==> src/rtl/alu_share_arb.sv <==
// Round-robin arbiter sharing one combinational 32-bit ALU between two requesters.
// One-entry issue register feeds the ALU; results land in per-requester response registers.
module alu_share_arb #(
   parameter int unsigned CNT_W = 16
) (
   input  logic             clk,
   input  logic             reset,

   input  logic             a_req_valid,
   output logic             a_req_ready,
   input  logic [5:0]       a_op,
   input  logic [31:0]      a_rv1,
   input  logic [31:0]      a_rv2,
   output logic             a_rsp_valid,
   input  logic             a_rsp_ready,
   output logic [31:0]      a_rsp_data,
   output logic             a_rsp_err,

   input  logic             b_req_valid,
   output logic             b_req_ready,
   input  logic [5:0]       b_op,
   input  logic [31:0]      b_rv1,
   input  logic [31:0]      b_rv2,
   output logic             b_rsp_valid,
   input  logic             b_rsp_ready,
   output logic [31:0]      b_rsp_data,
   output logic             b_rsp_err,

   output logic [5:0]       alu_op,
   output logic [31:0]      alu_rv1,
   output logic [31:0]      alu_rv2,
   input  logic [31:0]      alu_rvout,

   output logic [CNT_W-1:0] issue_cnt,
   output logic             busy
);

   localparam logic [5:0] OpMax = 6'h12;

   // Issue register; owner 0 = A, 1 = B
   logic              iss_vld_q, iss_vld_d;
   logic              iss_own_q, iss_own_d;
   logic [5:0]        iss_op_q, iss_op_d;
   logic [31:0]       iss_rv1_q, iss_rv1_d;
   logic [31:0]       iss_rv2_q, iss_rv2_d;

   logic              last_q, last_d;
   logic [CNT_W-1:0]  cnt_q, cnt_d;

   logic              a_rsp_vld_q, a_rsp_vld_d;
   logic [31:0]       a_rsp_data_q, a_rsp_data_d;
   logic              a_rsp_err_q, a_rsp_err_d;
   logic              b_rsp_vld_q, b_rsp_vld_d;
   logic [31:0]       b_rsp_data_q, b_rsp_data_d;
   logic              b_rsp_err_q, b_rsp_err_d;

   logic              a_inflight, b_inflight;
   logic              a_elig, b_elig;
   logic              a_cand, b_cand;
   logic              gnt_a, gnt_b, gnt;
   logic              res_err;
   logic [31:0]       res_data;

   // Eligibility never looks at the requester's own req_valid
   always_comb begin
      a_inflight = iss_vld_q & ~iss_own_q;
      b_inflight = iss_vld_q & iss_own_q;
      a_elig     = ~a_inflight & (~a_rsp_vld_q | a_rsp_ready);
      b_elig     = ~b_inflight & (~b_rsp_vld_q | b_rsp_ready);
      a_cand     = a_elig & a_req_valid;
      b_cand     = b_elig & b_req_valid;
      // last_q = 1 means B was granted last, so A wins a tie
      gnt_a      = a_cand & (~b_cand | last_q);
      gnt_b      = b_cand & (~a_cand | ~last_q);
      gnt        = gnt_a | gnt_b;
   end

   always_comb begin
      res_err  = (iss_op_q > OpMax);
      res_data = res_err ? 32'd0 : alu_rvout;
   end

   always_comb begin
      iss_vld_d = 1'b0;
      iss_own_d = iss_own_q;
      iss_op_d  = iss_op_q;
      iss_rv1_d = iss_rv1_q;
      iss_rv2_d = iss_rv2_q;
      last_d    = last_q;
      cnt_d     = cnt_q;
      if (gnt) begin
         iss_vld_d = 1'b1;
         iss_own_d = gnt_b;
         iss_op_d  = gnt_b ? b_op  : a_op;
         iss_rv1_d = gnt_b ? b_rv1 : a_rv1;
         iss_rv2_d = gnt_b ? b_rv2 : a_rv2;
         last_d    = gnt_b;
         cnt_d     = cnt_q + {{(CNT_W-1){1'b0}}, 1'b1};
      end
   end

   // Completion and handshake on the same requester are mutually exclusive by eligibility
   always_comb begin
      a_rsp_vld_d  = a_rsp_vld_q;
      a_rsp_data_d = a_rsp_data_q;
      a_rsp_err_d  = a_rsp_err_q;
      if (a_inflight) begin
         a_rsp_vld_d  = 1'b1;
         a_rsp_data_d = res_data;
         a_rsp_err_d  = res_err;
      end else if (a_rsp_vld_q && a_rsp_ready) begin
         a_rsp_vld_d  = 1'b0;
      end
   end

   always_comb begin
      b_rsp_vld_d  = b_rsp_vld_q;
      b_rsp_data_d = b_rsp_data_q;
      b_rsp_err_d  = b_rsp_err_q;
      if (b_inflight) begin
         b_rsp_vld_d  = 1'b1;
         b_rsp_data_d = res_data;
         b_rsp_err_d  = res_err;
      end else if (b_rsp_vld_q && b_rsp_ready) begin
         b_rsp_vld_d  = 1'b0;
      end
   end

   always_ff @(posedge clk or negedge reset) begin
      if (!reset) begin
         iss_vld_q    <= 1'b0;
         iss_own_q    <= 1'b0;
         iss_op_q     <= 6'd0;
         iss_rv1_q    <= 32'd0;
         iss_rv2_q    <= 32'd0;
         last_q       <= 1'b1;
         cnt_q        <= '0;
         a_rsp_vld_q  <= 1'b0;
         a_rsp_data_q <= 32'd0;
         a_rsp_err_q  <= 1'b0;
         b_rsp_vld_q  <= 1'b0;
         b_rsp_data_q <= 32'd0;
         b_rsp_err_q  <= 1'b0;
      end else begin
         iss_vld_q    <= iss_vld_d;
         iss_own_q    <= iss_own_d;
         iss_op_q     <= iss_op_d;
         iss_rv1_q    <= iss_rv1_d;
         iss_rv2_q    <= iss_rv2_d;
         last_q       <= last_d;
         cnt_q        <= cnt_d;
         a_rsp_vld_q  <= a_rsp_vld_d;
         a_rsp_data_q <= a_rsp_data_d;
         a_rsp_err_q  <= a_rsp_err_d;
         b_rsp_vld_q  <= b_rsp_vld_d;
         b_rsp_data_q <= b_rsp_data_d;
         b_rsp_err_q  <= b_rsp_err_d;
      end
   end

   // Ready is combinational, so gate it to keep every output low during reset
   always_comb begin
      a_req_ready = gnt_a & reset;
      b_req_ready = gnt_b & reset;
      a_rsp_valid = a_rsp_vld_q;
      a_rsp_data  = a_rsp_data_q;
      a_rsp_err   = a_rsp_err_q;
      b_rsp_valid = b_rsp_vld_q;
      b_rsp_data  = b_rsp_data_q;
      b_rsp_err   = b_rsp_err_q;
      alu_op      = iss_vld_q ? iss_op_q  : 6'd0;
      alu_rv1     = iss_vld_q ? iss_rv1_q : 32'd0;
      alu_rv2     = iss_vld_q ? iss_rv2_q : 32'd0;
      issue_cnt   = cnt_q;
      busy        = iss_vld_q;
   end

endmodule

==> config.mk <==
export PLATFORM = sky130hd
export DESIGN_NAME = alu_share_arb
export DESIGN_NICKNAME = d
export VERILOG_FILES = /design/src/rtl/alu_share_arb.sv
export SDC_FILE = /design/constraint.sdc
export NUM_CORES = 1
export LEC_CHECK = 0
export BUFFER_PORTS_ARGS = -buffer_cell sky130_fd_sc_hd__buf_2
export CAP_MARGIN = 20
export CORE_MARGIN = 2
export CORE_UTILIZATION = 43
export CTS_BUF_LIST = sky130_fd_sc_hd__clkbuf_4 sky130_fd_sc_hd__clkbuf_8 sky130_fd_sc_hd__clkbuf_16
export DETAILED_ROUTE_END_ITERATION = 8
export MAX_ROUTING_LAYER = met4
export PLACE_DENSITY = 0.83
export SKIP_LAST_GASP = 1
export SYNTH_ARGS = -nofsm -noshare
export SYNTH_HDL_FRONTEND = slang
export SYNTH_SLANG_ARGS = --single-unit
==> constraint.sdc <==
create_clock -name clk -period 1.75 [get_ports clk]
set_input_delay 0.175 -clock clk [delete_from_list [all_inputs] [get_ports clk]]
set_output_delay 0.175 -clock clk [all_outputs]
set_load 0.02 [all_outputs]
==> out/qor.txt, run 1 <==
==================================================================================
Result of the run ...................................................    completed
Syn_nets ............................................................          864
Reg area ............................................................     3930 um2
Top cell type by total area after synthesis ......................... sky130_fd_sc_hd__dfrtp_1
Max-slew violation count ............................................            0
Post-synthesis instance area ........................................     7230 um2
Vias in the first global route ......................................         6713
Number of vias per cell .............................................         5.33
Maximum root-to-sink buffer count ...................................            2
EDFF count, synth ...................................................            0
Number of buffers created by CTS ....................................           17
Worst-case clock skew ...............................................    0.0136 ns
Number of violations of the max-capacitance limit ...................            0
Die Span Y ..........................................................       134 um
Max FO, Critical Path ...............................................           71
Portion of total power attributed to sequential cells ...............        0.317
Layout cells sized above 1 ..........................................        0.415
Most frequent cells after synthesis ................................. sky130_fd_sc_hd__dfrtp_1, sky130_fd_sc_hd__nand2_1, sky130_fd_sc_hd__o21ai_0
Pwr/cell area .......................................................  1970 nW/um2
Top_reg_cell synth .................................................. sky130_fd_sc_hd__dfrtp_1
Count of final hold-check violations ................................            0
Adder-cell share of the synthesized area ............................      0.00173
Crit path launch type ...............................................         flop
Sink Count ..........................................................          157
Fmax ................................................................      575 MHz
Transition time at the pin with the least slew margin ...............     0.592 ns
Initial cell density of the core ....................................        0.437
Final routed wirelength across all metal layers .....................     23100 um
Reg2reg end ......................................................... iss_rv2_q[14]
Largest stage delay on the critical path ............................      0.45 ns
Hpwl dp .............................................................     15700 um
Count of nets after finishing .......................................         1206
Clk slew on worst S/H paths .........................................      0.08 ns
Minimum setup slack among reg-to-reg paths ..........................      0.08 ns
Hold Crit Depth .....................................................            2
Complex-gate fraction of the synthesized area .......................        0.180
Number of antenna-violating nets in the routed design ...............            0
Family of cells with the greatest summed delay on the critical path . buffers and inverters
Critical path cell sequence ......................................... buf_12, and2_1, buf_2
Per-instance average area after synthesis ...........................     10.6 um2
Count of unique library cells instantiated by Yosys .................           38
Grt ovf .............................................................            0
Part of the total power dissipated in the clock network .............        0.188
CTS root buf ........................................................ sky130_fd_sc_hd__clkbuf_16
Combinational share of power ........................................        0.495
H-tree depth reported by CTS ........................................            4
Max stage delay cell, worst path .................................... sky130_fd_sc_hd__dfrtp_2
Final weighted congestion in routability-driven placement ...........        0.860
Most repeated cell in the gate-level netlist after synthesis ........ sky130_fd_sc_hd__dfrtp_1
FF-to-FF Start ......................................................         busy
Fill cells ..........................................................         1371
Initial antenna violation count .....................................            5
Startpoint-to-endpoint class of the critical path ...................      reg2out
Number of vias in the routed layout .................................         6749
Critical path capture point type ....................................  output port
Area share of and/or/nand/nor cells after synthesis .................        0.208
Synth Area in XOR/XNOR ..............................................       0.0182
TritonCTS clock tree ................................................         done
Crit path required time .............................................      1.57 ns
Setup repair after global routing missed its margin .................         true
Global-route wire length before repair ..............................     35700 um
Mux contribution to synthesized area ................................      0.00156
Final instance area .................................................    10100 um2
Die ar. .............................................................    17900 um2
Yosys warning count .................................................            0
Biggest area contributors in the synthesized netlist ................ sky130_fd_sc_hd__dfrtp_1, sky130_fd_sc_hd__o221a_1, sky130_fd_sc_hd__and2_1
Share of the yosys chip area belonging to registers .................        0.544
Post-detailed-placement cell area ...................................     9150 um2
Number of failing setup endpoints in the final timing report ........            0
Area growth syn-to-layout ...........................................        39.8%
DR iter-0 viols .....................................................          622
Port Buf Inserts ....................................................          334
Final period util ...................................................        0.993
Hold-critical path endpoint .........................................  iss_op_q[3]
Worst hold-check slack ..............................................    0.0175 ns
Multi-input logic area ..............................................     3020 um2
Async S/R FF share, synth ...........................................         1.00
Core footprint ......................................................    16500 um2
Switching power .....................................................    0.00884 W
Average detailed-routed wire length per instance ....................      18.2 um
Number of buffers and inverters on the critical path ................            2
Switching share of power ............................................        0.444
Final routed DRC violation total ....................................            0
Clk Latency, worst-skew pair ........................................      0.42 ns
Total leakage power .................................................      4.88 nW
Flops & latches, synth ..............................................          157
Combinational family with the most area after synthesis ............. simple AND/OR/NAND/NOR gates
Total routing usage reported by global routing ......................        0.264
Share of the synthesized area in the top cell type ..................        0.540
Data arrival time of the critical path ..............................      1.56 ns
Startpoint of the worst hold path ...................................      b_op[3]
Class of the worst hold path ........................................       in2reg
Largest voltage drop on the vdd net .................................      1.06 mV
R2r worst-path depth ................................................            6
Pin count of the biggest net entering global routing ................           83
First drt pass iteration count ......................................            5
Ports ...............................................................          335
Number of standard-cell rows in the floorplan .......................           47
Min cycle time layout ...............................................      1.74 ns
Syn Inst Count ......................................................          685
Relative slew slack .................................................        0.605
P_int ...............................................................     0.0111 W
Die X ...............................................................       134 um
==================================================================================
[logic make-up after synthesis]
kind of cell,after synthesis
mux,1
compound gates,164
fa+ha+maj,1
xor+xnor,15
buf+inv,64
flops,157
simple gates,283
[power by group through the flow]
stage	clock network (W)	logic [W]	registers [W]
after floorplan	0	0.00533	0.00718
after global placement	0	0.00936	0.00628
after detailed placement	0	0.00956	0.00633
after CTS	0.00381	0.00986	0.00629
after global routing	0.00397	0.0106	0.00651
final	0.00375	0.00986	0.00631
[through the flow]
stage	cells	worst slack [ns]	power, W	util	setup TNS [ns]
6_report	1267	0.0120	0.0199	0.612	0
5_1_grt	1265	-0.0467	0.0211	0.611	-0.321
4_1_cts	1259	-0.0372	0.0200	0.609	-0.0429
3_5_place_dp	1201	0.0822	0.0159	0.554	0
3_3_place_gp	1201	0.129	0.0156	0.554	0
2_1_floorplan	685	0.0367	0.0125	-	0
[state kept, by name (all words and copies together), names as in the netlist]
| name | flops |
|---|---|
| a_rsp_valid | 1 |
| iss_op_q | 6 |
| a_rsp_err | 1 |
| busy | 1 |
| iss_own_q | 1 |
| a_rsp_data | 32 |
| iss_rv1_q | 32 |
| b_rsp_err | 1 |
| b_rsp_data | 32 |
| iss_rv2_q | 32 |
| issue_cnt | 16 |
| b_rsp_valid | 1 |
| last_q | 1 |
[repair_timing]
action | CTS | global route
gates resized for setup | 10 | 5
hold endpoints to repair | 180 | 0
setup buffers | 7 | 2
hold buffers | 18 | 0
setup endpoints to repair | 73 | 38
cloned | 1 | 0
pin swaps | 6 | 5
[cell usage in the layout (no fill, tap or decap), types with 10 or more instances in the layout]
| cell | instances |
|---|---|
| sky130_fd_sc_hd__buf_2 | 331 |
| sky130_fd_sc_hd__dfrtp_1 | 155 |
| sky130_fd_sc_hd__nand2_1 | 107 |
| sky130_fd_sc_hd__o21ai_0 | 79 |
| sky130_fd_sc_hd__and2_1 | 71 |
| sky130_fd_sc_hd__or3_1 | 60 |
| sky130_fd_sc_hd__o221a_1 | 48 |
| sky130_fd_sc_hd__buf_4 | 23 |
| sky130_fd_sc_hd__dlygate4sd3_1 | 18 |
| sky130_fd_sc_hd__clkbuf_16 | 17 |
| sky130_fd_sc_hd__nand3_1 | 14 |
| sky130_fd_sc_hd__o221a_2 | 12 |
| sky130_fd_sc_hd__xor2_1 | 11 |
| sky130_fd_sc_hd__nor3_1 | 10 |
| sky130_fd_sc_hd__a31oi_1 | 10 |
[worst max path at each step]
stage                             from            end  slack [ns]  depth (start not counted)
final                             busy      alu_op[1]        0.01                          3
after global routing              busy      alu_op[1]       -0.05                          3
after CTS                         busy    b_req_ready       -0.04                          6
after detailed placement  issue_cnt[0]  issue_cnt[10]        0.08                          4
after global placement    issue_cnt[0]   issue_cnt[8]        0.13                          4
after floorplan                   busy    iss_op_q[0]        0.04                          8
[metal layers]
metal	track usage	share of wire	vias to the layer above
li1	-	-	3147
met1	0.316	0.39	3218
met2	0.430	0.50	328
met3	0.0666	0.078	56
met4	0.109	0.030	0
met5	-	0	-
[cell type report]
cell class              instances  area share
multi-input cells             464       0.299
clock inverters                15      0.0191
flip-flops and latches        157       0.389
well taps                     220      0.0272
repair buffers                384       0.221
diodes                          7     0.00173
clock buffers                  17      0.0421
inverters                       3     0.00111
Note: power is estimated with default switching activity, not from simulation.
==> run 2: changes to the inputs <==
--- a/config.mk
+++ b/config.mk
@@ -13,7 +13,9 @@
 export DETAILED_ROUTE_END_ITERATION = 8
 export MAX_ROUTING_LAYER = met4
 export PLACE_DENSITY = 0.83
+export SETUP_SLACK_MARGIN = 0.15
 export SKIP_LAST_GASP = 1
+export SLEW_MARGIN = 20
 export SYNTH_ARGS = -nofsm -noshare
 export SYNTH_HDL_FRONTEND = slang
 export SYNTH_SLANG_ARGS = --single-unit
==> run 2 against run 1 <==
Effect of this change: the run now ends with setup timing left; hold slack got worse by 0.0059 ns; cell area increased by 16%; worst setup slack got worse by 0.080 ns; wire length increased by 20%; via count increased by 9.2%; highest routed layer unchanged; largest power group unchanged; critical path type is now reg2reg; non-clock buffer count increased by 46.
==> out/qor.txt, run 2 (same netlist as run 1, synthesis figures left out) <==
==================================================================================
Result of the run ................................................... finished, violations left
Violations in the final reports ..................................... setup timing
Ports ...............................................................          335   unchanged
Maximum root-to-sink buffer count ...................................            2   unchanged
Number of buffers created by CTS ....................................           17   unchanged
Critical path cell sequence ......................................... nand2b_4, and3_4, buf_12, bufbuf_16, or3_1, o221a_2
Number of vias per cell .............................................         5.62   +5.4%
Total leakage power .................................................      5.66 nW   +16%
Switching power .....................................................     0.0102 W   +16%
Largest stage delay on the critical path ............................      0.42 ns   -0.03 ns
Core footprint ......................................................    16500 um2   unchanged
Number of vias in the routed layout .................................         7368   +9.2%
Number of buffers and inverters on the critical path ................            2   unchanged
Average detailed-routed wire length per instance ....................      21.1 um   +16%
Fill cells ..........................................................         1130   -18%
Final routed wirelength across all metal layers .....................     27700 um   +20%
Transition time at the pin with the least slew margin ...............     0.639 ns   +0.0471 ns
Pin count of the biggest net entering global routing ................           81   -2.4%
Switching share of power ............................................        0.441   -0.00246
Number of standard cells in the layout, taps in and fillers out .....         1312   +3.6%
Global-route wire length before repair ..............................     37300 um   +4.5%
Setup repair after global routing missed its margin .................         true
Min cycle time layout ...............................................      1.82 ns   +0.0799 ns
Largest voltage drop on the vdd net .................................      1.32 mV   +24%
Class of the worst hold path ........................................       in2reg
Family of cells with the greatest summed delay on the critical path . simple AND/OR/NAND/NOR gates
Data arrival time of the critical path ..............................      2.13 ns   +0.57 ns
Total Power .........................................................     0.0232 W   +17%
Hold Crit Depth .....................................................            3   +1
CTS root buf ........................................................ sky130_fd_sc_hd__clkbuf_16
Initial cell density of the core ....................................        0.437   unchanged
Die ar. .............................................................    17900 um2   unchanged
Crit path required time .............................................      2.06 ns   +0.49 ns
Fmax ................................................................      550 MHz   -4.4%
Number of failing setup endpoints in the final timing report ........           35   +35
Most frequent cells in the layout ................................... sky130_fd_sc_hd__buf_2, sky130_fd_sc_hd__dfrtp_1, sky130_fd_sc_hd__nand2_1
Layout cells sized above 1 ..........................................        0.556   +0.141
Vias in the first global route ......................................         6827   +1.7%
Startpoint-to-endpoint class of the critical path ...................      reg2reg
H-tree depth reported by CTS ........................................            4   unchanged
Pwr/cell area .......................................................  1990 nW/um2   +0.74%
Max-slew violation count ............................................            0   unchanged
P_int ...............................................................     0.0130 W   +17%
Number of violations of the max-capacitance limit ...................            0   unchanged
Max FO, Critical Path ...............................................           12   -83%
Sink Count ..........................................................          157   unchanged
Worst-case clock skew ...............................................    0.0121 ns   -0.00147 ns
TritonCTS clock tree ................................................         done
Relative slew slack .................................................        0.574   -0.0314
Count of nets after finishing .......................................         1252   +3.8%
Die Span Y ..........................................................       134 um   unchanged
Combinational share of power ........................................        0.564   +0.069
Max stage delay cell, worst path .................................... sky130_fd_sc_hd__dfrtp_1
Hpwl dp .............................................................     15700 um   about the same
Initial antenna violation count .....................................            6   +1
Area growth syn-to-layout ...........................................        61.8%
Total routing usage reported by global routing ......................        0.280   +0.0153
Portion of total power attributed to sequential cells ...............        0.277   -0.040
Crit path launch type ...............................................         flop
R2r worst-path depth ................................................            6   unchanged
First drt pass iteration count ......................................            5   unchanged
Final critical-path setup slack .....................................   -0.0679 ns   -0.0799 ns
Placed cell count ...................................................         1207   +0.50%
Final weighted congestion in routability-driven placement ...........        0.853   -0.79%
Die X ...............................................................       134 um   unchanged
Final period util ...................................................         1.04   +0.0457
Clk slew on worst S/H paths .........................................      0.07 ns   about the same
Port Buf Inserts ....................................................          334   unchanged
Most common cell after layout, fill and taps aside .................. sky130_fd_sc_hd__buf_2
Count of final hold-check violations ................................            0   unchanged
Number of cells on the critical path ................................            6   +3
Final core utilization ..............................................        0.708   +0.0964
Final routed DRC violation total ....................................            0   unchanged
DR iter-0 viols .....................................................          542   -13%
Number of standard-cell rows in the floorplan .......................           47   unchanged
Grt ovf .............................................................            0   unchanged
Final-layout setup total negative slack .............................     -1.38 ns   -1.38 ns
Clk Latency, worst-skew pair ........................................      0.43 ns   about the same
Number of antenna-violating nets in the routed design ...............            0   unchanged
Part of the total power dissipated in the clock network .............        0.160   -0.028
Critical path capture point type ....................................         flop
==================================================================================
==> run 2: cell count changes in the layout (fill, tap and decap cells not counted), moves of 7 or more <==
cell	delta
sky130_fd_sc_hd__or3_1	-12
sky130_fd_sc_hd__clkinv_8	-7
sky130_fd_sc_hd__o21ai_0	-74
sky130_fd_sc_hd__nand2_4	+28
sky130_fd_sc_hd__buf_12	+10
sky130_fd_sc_hd__o21ai_1	+12
sky130_fd_sc_hd__nand2_1	-33
sky130_fd_sc_hd__nor3_2	+9
sky130_fd_sc_hd__or3_4	+12
sky130_fd_sc_hd__o21ai_2	+62
sky130_fd_sc_hd__buf_6	+12
sky130_fd_sc_hd__nor3_1	-10
==> run 2: worst paths after layout <==
kind / start / to / slack [ns]
worst max-delay path: iss_own_q / iss_rv2_q[20] / -0.07
worst min-delay path: alu_rvout[28] / b_rsp_data[28] / 0.01
worst max register to register: iss_own_q / iss_rv2_q[20] / -0.07
worst min register to register: b_rsp_err / b_rsp_err / 0.48
max in group asynchronous: reset / iss_op_q[1] / 0.98
min in group asynchronous: reset / b_rsp_data[26] / 0.32
==> run 2: area by class of cell <==
class                      count  area (um2)  share of cell area
sequential                   157        3930               0.336
multi-input combinational    464        3800               0.325
timing repair buffer         430        3090               0.264
clock buffer                  18         433              0.0370
tap                          220         275              0.0235
clock inverter                14         149              0.0127
antenna                        6        15.0             0.00128
inverter                       3        11.3            0.000962
==> run 2: what timing repair did <==
item | CTS | global route
setup endpoints to repair | 116 | 212
pin swaps | 11 | 44
gates resized for setup | 26 | 266
setup buffers | 17 | 12
hold buffers | 16 | 5
hold endpoints to repair | 49 | 5
gates cloned | 10 | 7
==> run 2: tightest hold or removal path, delay by kind of cell <==
kind,cells,cell delay (ns)
AO/OA/AOI/OAI,1,0.05
buffers and inverters,1,0.11
AND/OR/NAND/NOR,1,0.07
==> run 2: power by group through the flow <==
stage / Combinational [W] / Clock [W] / Sequential, W
finish: 0.0131 / 0.00371 / 0.00643
global route: 0.0138 / 0.00393 / 0.00660
CTS: 0.0108 / 0.00375 / 0.00635
detailed placement: 0.00965 / 0 / 0.00637
global placement: 0.00945 / 0 / 0.00635
floorplan: 0.00542 / 0 / 0.00720
==> run 2: layer usage <==
metal / vias to the layer above / track usage / part of all wire
met3: 80 / 0.0586 / 0.071
met1: 3641 / 0.351 / 0.38
li1: 3259 / - / -
met2: 388 / 0.441 / 0.51
met4: 0 / 0.121 / 0.038
met5: - / - / 0
==> run 2: metrics by stage <==
stage / hold slack [ns] / cell area [um2] / worst slack (ns)
2_1_floorplan: -0.121 / 7310 / 0.0371
3_3_place_gp: 0.0876 / 9260 / 0.107
3_5_place_dp: 0.0929 / 9260 / 0.112
4_1_cts: 0.00224 / 10500 / -0.0551
5_1_grt: 0.00346 / 11700 / -0.108
6_report: 0.0116 / 11700 / -0.0679
==> run 3: changes to the inputs <==
--- a/config.mk
+++ b/config.mk
@@ -5,14 +5,14 @@
 export SDC_FILE = /design/constraint.sdc
 export NUM_CORES = 1
 export LEC_CHECK = 0
-export BUFFER_PORTS_ARGS = -buffer_cell sky130_fd_sc_hd__buf_2
 export CAP_MARGIN = 20
-export CORE_MARGIN = 2
-export CORE_UTILIZATION = 43
+export CORE_AREA = 2 2 130 132
 export CTS_BUF_LIST = sky130_fd_sc_hd__clkbuf_4 sky130_fd_sc_hd__clkbuf_8 sky130_fd_sc_hd__clkbuf_16
 export DETAILED_ROUTE_END_ITERATION = 8
+export DIE_AREA = 0 0 132 134
+export DONT_BUFFER_PORTS = 1
 export MAX_ROUTING_LAYER = met4
-export PLACE_DENSITY = 0.83
+export PLACE_DENSITY = 0.66
 export SETUP_SLACK_MARGIN = 0.15
 export SKIP_LAST_GASP = 1
 export SLEW_MARGIN = 20
==> run 3 against run 2 <==
Effect of this change: the flow finishes with violations (hold timing, setup timing); core utilization decreased by 3.4 points; die area is 1.0% lower; critical path type unchanged; largest cell class unchanged; power is 10% lower; largest power group unchanged.
==> out/qor.txt, run 3 (same netlist as run 1, synthesis figures left out) <==
==============================================================================
Result of the run ............................................... finished, violations left
Violations in the final reports ................................. hold timing, setup timing
Fmax ............................................................      546 MHz   -0.67%
Number of standard-cell rows in the floorplan ...................           47   unchanged
Largest voltage drop on the vdd net .............................     0.969 mV   -26%
Number of failing setup endpoints in the final timing report ....           69   +97%
Class of the worst hold path ....................................     in2async
Count of nets after finishing ...................................         1069   -15%
Fill cells ......................................................         1109   -1.9%
Data arrival time of the critical path ..........................      2.13 ns   about the same
Initial cell density of the core ................................        0.444   +0.00632
Most frequent cells in the layout ............................... sky130_fd_sc_hd__dlygate4sd3_1, sky130_fd_sc_hd__dfrtp_1, sky130_fd_sc_hd__nand2_1
Number of antenna-violating nets in the routed design ...........            0   unchanged
Startpoint-to-endpoint class of the critical path ...............      reg2reg
Setup repair after global routing missed its margin .............         true
Clk Latency, worst-skew pair ....................................      0.43 ns   about the same
Core footprint ..................................................    16300 um2   -1.4%
Number of standard cells in the layout, taps in and fillers out .         1123   -14%
Max-slew violation count ........................................            0   unchanged
Die ar. .........................................................    17700 um2   -1.0%
Clk slew on worst S/H paths .....................................      0.08 ns   about the same
Number of violations of the max-capacitance limit ...............            0   unchanged
Layout cells sized above 1 ......................................        0.237   -0.319
CTS root buf .................................................... sky130_fd_sc_hd__clkbuf_16
Final weighted congestion in routability-driven placement .......        0.904   +6.0%
Die X ...........................................................       132 um   -1.2%
Transition time at the pin with the least slew margin ...........     0.553 ns   -0.0860 ns
Crit path required time .........................................      2.05 ns   about the same
Relative slew slack .............................................        0.630   +0.0562
Final core utilization ..........................................        0.674   -0.0345
Placed cell count ...............................................          878   -27%
Sink Count ......................................................          157   unchanged
Critical path capture point type ................................         flop
H-tree depth reported by CTS ....................................            4   unchanged
Total routing usage reported by global routing ..................        0.279   -0.000356
First drt pass iteration count ..................................            5   unchanged
Area growth syn-to-layout .......................................        51.8%
Hold bufs inserted after CTS ....................................          173   +157
Most common cell after layout, fill and taps aside .............. sky130_fd_sc_hd__dlygate4sd3_1
TritonCTS clock tree ............................................         done
Global-route wire length before repair ..........................     37800 um   +1.2%
Hpwl dp .........................................................     13800 um   -12%
Worst hold-check slack ..........................................    -0.567 ns   -0.579 ns
Pin count of the biggest net entering global routing ............          159   +96%
Total Power .....................................................     0.0209 W   -10%
Initial antenna violation count .................................            0   -6
Max FO, Critical Path ...........................................           58   +46
Final critical-path setup slack .................................   -0.0802 ns   -0.0123 ns
Crit path launch type ...........................................         flop
Number of vias in the routed layout .............................         6657   -9.6%
Ant. Diodes .....................................................            0   -6
DR iter-0 viols .................................................          503   -7.2%
Final period util ...............................................         1.05   +0.00703
Maximum root-to-sink buffer count ...............................            2   unchanged
Die Span Y ......................................................       134 um   +0.25%
Final-layout setup total negative slack .........................     -2.61 ns   -1.23 ns
Count of final hold-check violations ............................          157   +157
Grt ovf .........................................................            0   unchanged
Pwr/cell area ...................................................  1900 nW/um2   -4.2%
Final routed wirelength across all metal layers .................     26100 um   -5.6%
Total leakage power .............................................      4.50 nW   -21%
Number of vias per cell .........................................         5.93   +5.6%
Worst-case clock skew ...........................................    0.0151 ns   +0.00302 ns
Average detailed-routed wire length per instance ................      23.3 um   +10%
Min cycle time layout ...........................................      1.83 ns   +0.0123 ns
Vias in the first global route ..................................         6801   -0.38%
Number of buffers created by CTS ................................           17   unchanged
Ports ...........................................................          335   unchanged
Final routed DRC violation total ................................            0   unchanged
Port Buf Inserts ................................................            0   -100%
==============================================================================
-- run 3: cell types whose count changed in the layout (fill, tap and decap cells not counted), moves of 27 or more --
cell,previous run,this run
sky130_fd_sc_hd__nand2_4,30,3
sky130_fd_sc_hd__and2_2,0,39
sky130_fd_sc_hd__dlygate4sd3_1,20,173
sky130_fd_sc_hd__buf_2,331,0
sky130_fd_sc_hd__and2_1,71,32
sky130_fd_sc_hd__o21ai_0,5,53
sky130_fd_sc_hd__nand2_1,74,105
sky130_fd_sc_hd__o21ai_2,62,2
-- run 3: worst max-delay path: stages, from the launching register on --
cell and delay [ns]:
sky130_fd_sc_hd__dfrtp_2 0.53, sky130_fd_sc_hd__nand2b_4 0.10, sky130_fd_sc_hd__and3_4 0.20, sky130_fd_sc_hd__buf_4 0.15, sky130_fd_sc_hd__buf_12 0.17, sky130_fd_sc_hd__or3_1 0.40
sky130_fd_sc_hd__o221a_2 0.14
-- run 3: final cells by class --
type                    instances  area, um2  share of cell area
clock inverters                15        189              0.0172
well taps                     220        275              0.0251
multi-input cells             464       3360               0.306
inverters                       3       11.3             0.00103
flip-flops and latches        157       3930               0.358
clock buffers                  17        425              0.0388
repair buffers                247       2780               0.254
-- run 3: what timing repair did --
item | in CTS | in global routing
hold endpoints to repair | 292 | 157
pin swaps | 14 | 23
setup endpoints to repair | 151 | 210
gates cloned | 6 | 7
resized for setup | 50 | 94
setup buffers | 18 | 9
-- run 3: metal layers --
layer	vias to the layer above	wire, um	track usage
met5	-	0	-
met2	397	13200	0.451
met4	0	972	0.124
met3	87	1970	0.0733
li1	2862	-	-
met1	3311	9950	0.331
-- run 3: final timing paths --
path	cells after the start	slack, ns	from	endpoint
setup / recovery	6	-0.08	busy	iss_op_q[3]
hold / removal	0	-0.57	reset	b_rsp_data[7]
setup reg to reg	6	-0.08	busy	iss_op_q[3]
hold reg to reg	1	0.52	issue_cnt[11]	issue_cnt[11]
max in group asynchronous	0	2.07	reset	last_q
min in group clk	3	0.05	b_req_valid	last_q
-- run 3: metrics by stage --
stage	cell area, um2	hold slack, ns	setup slack [ns]
finish	11000	-0.567	-0.0802
global route	11000	-0.589	-0.116
floorplan	7310	-0.121	0.0371
CTS	10500	-0.585	-0.0810
global placement	7610	-0.118	0.0571
detailed placement	7610	-0.119	-0.00576
-- run 3: power breakdown --
part	internal, W	switching (W)	leakage, nW
sequential	0.00531	0.00227	1.93
clock	0.00195	0.00184	0.298
combinational	0.00419	0.00531	2.27
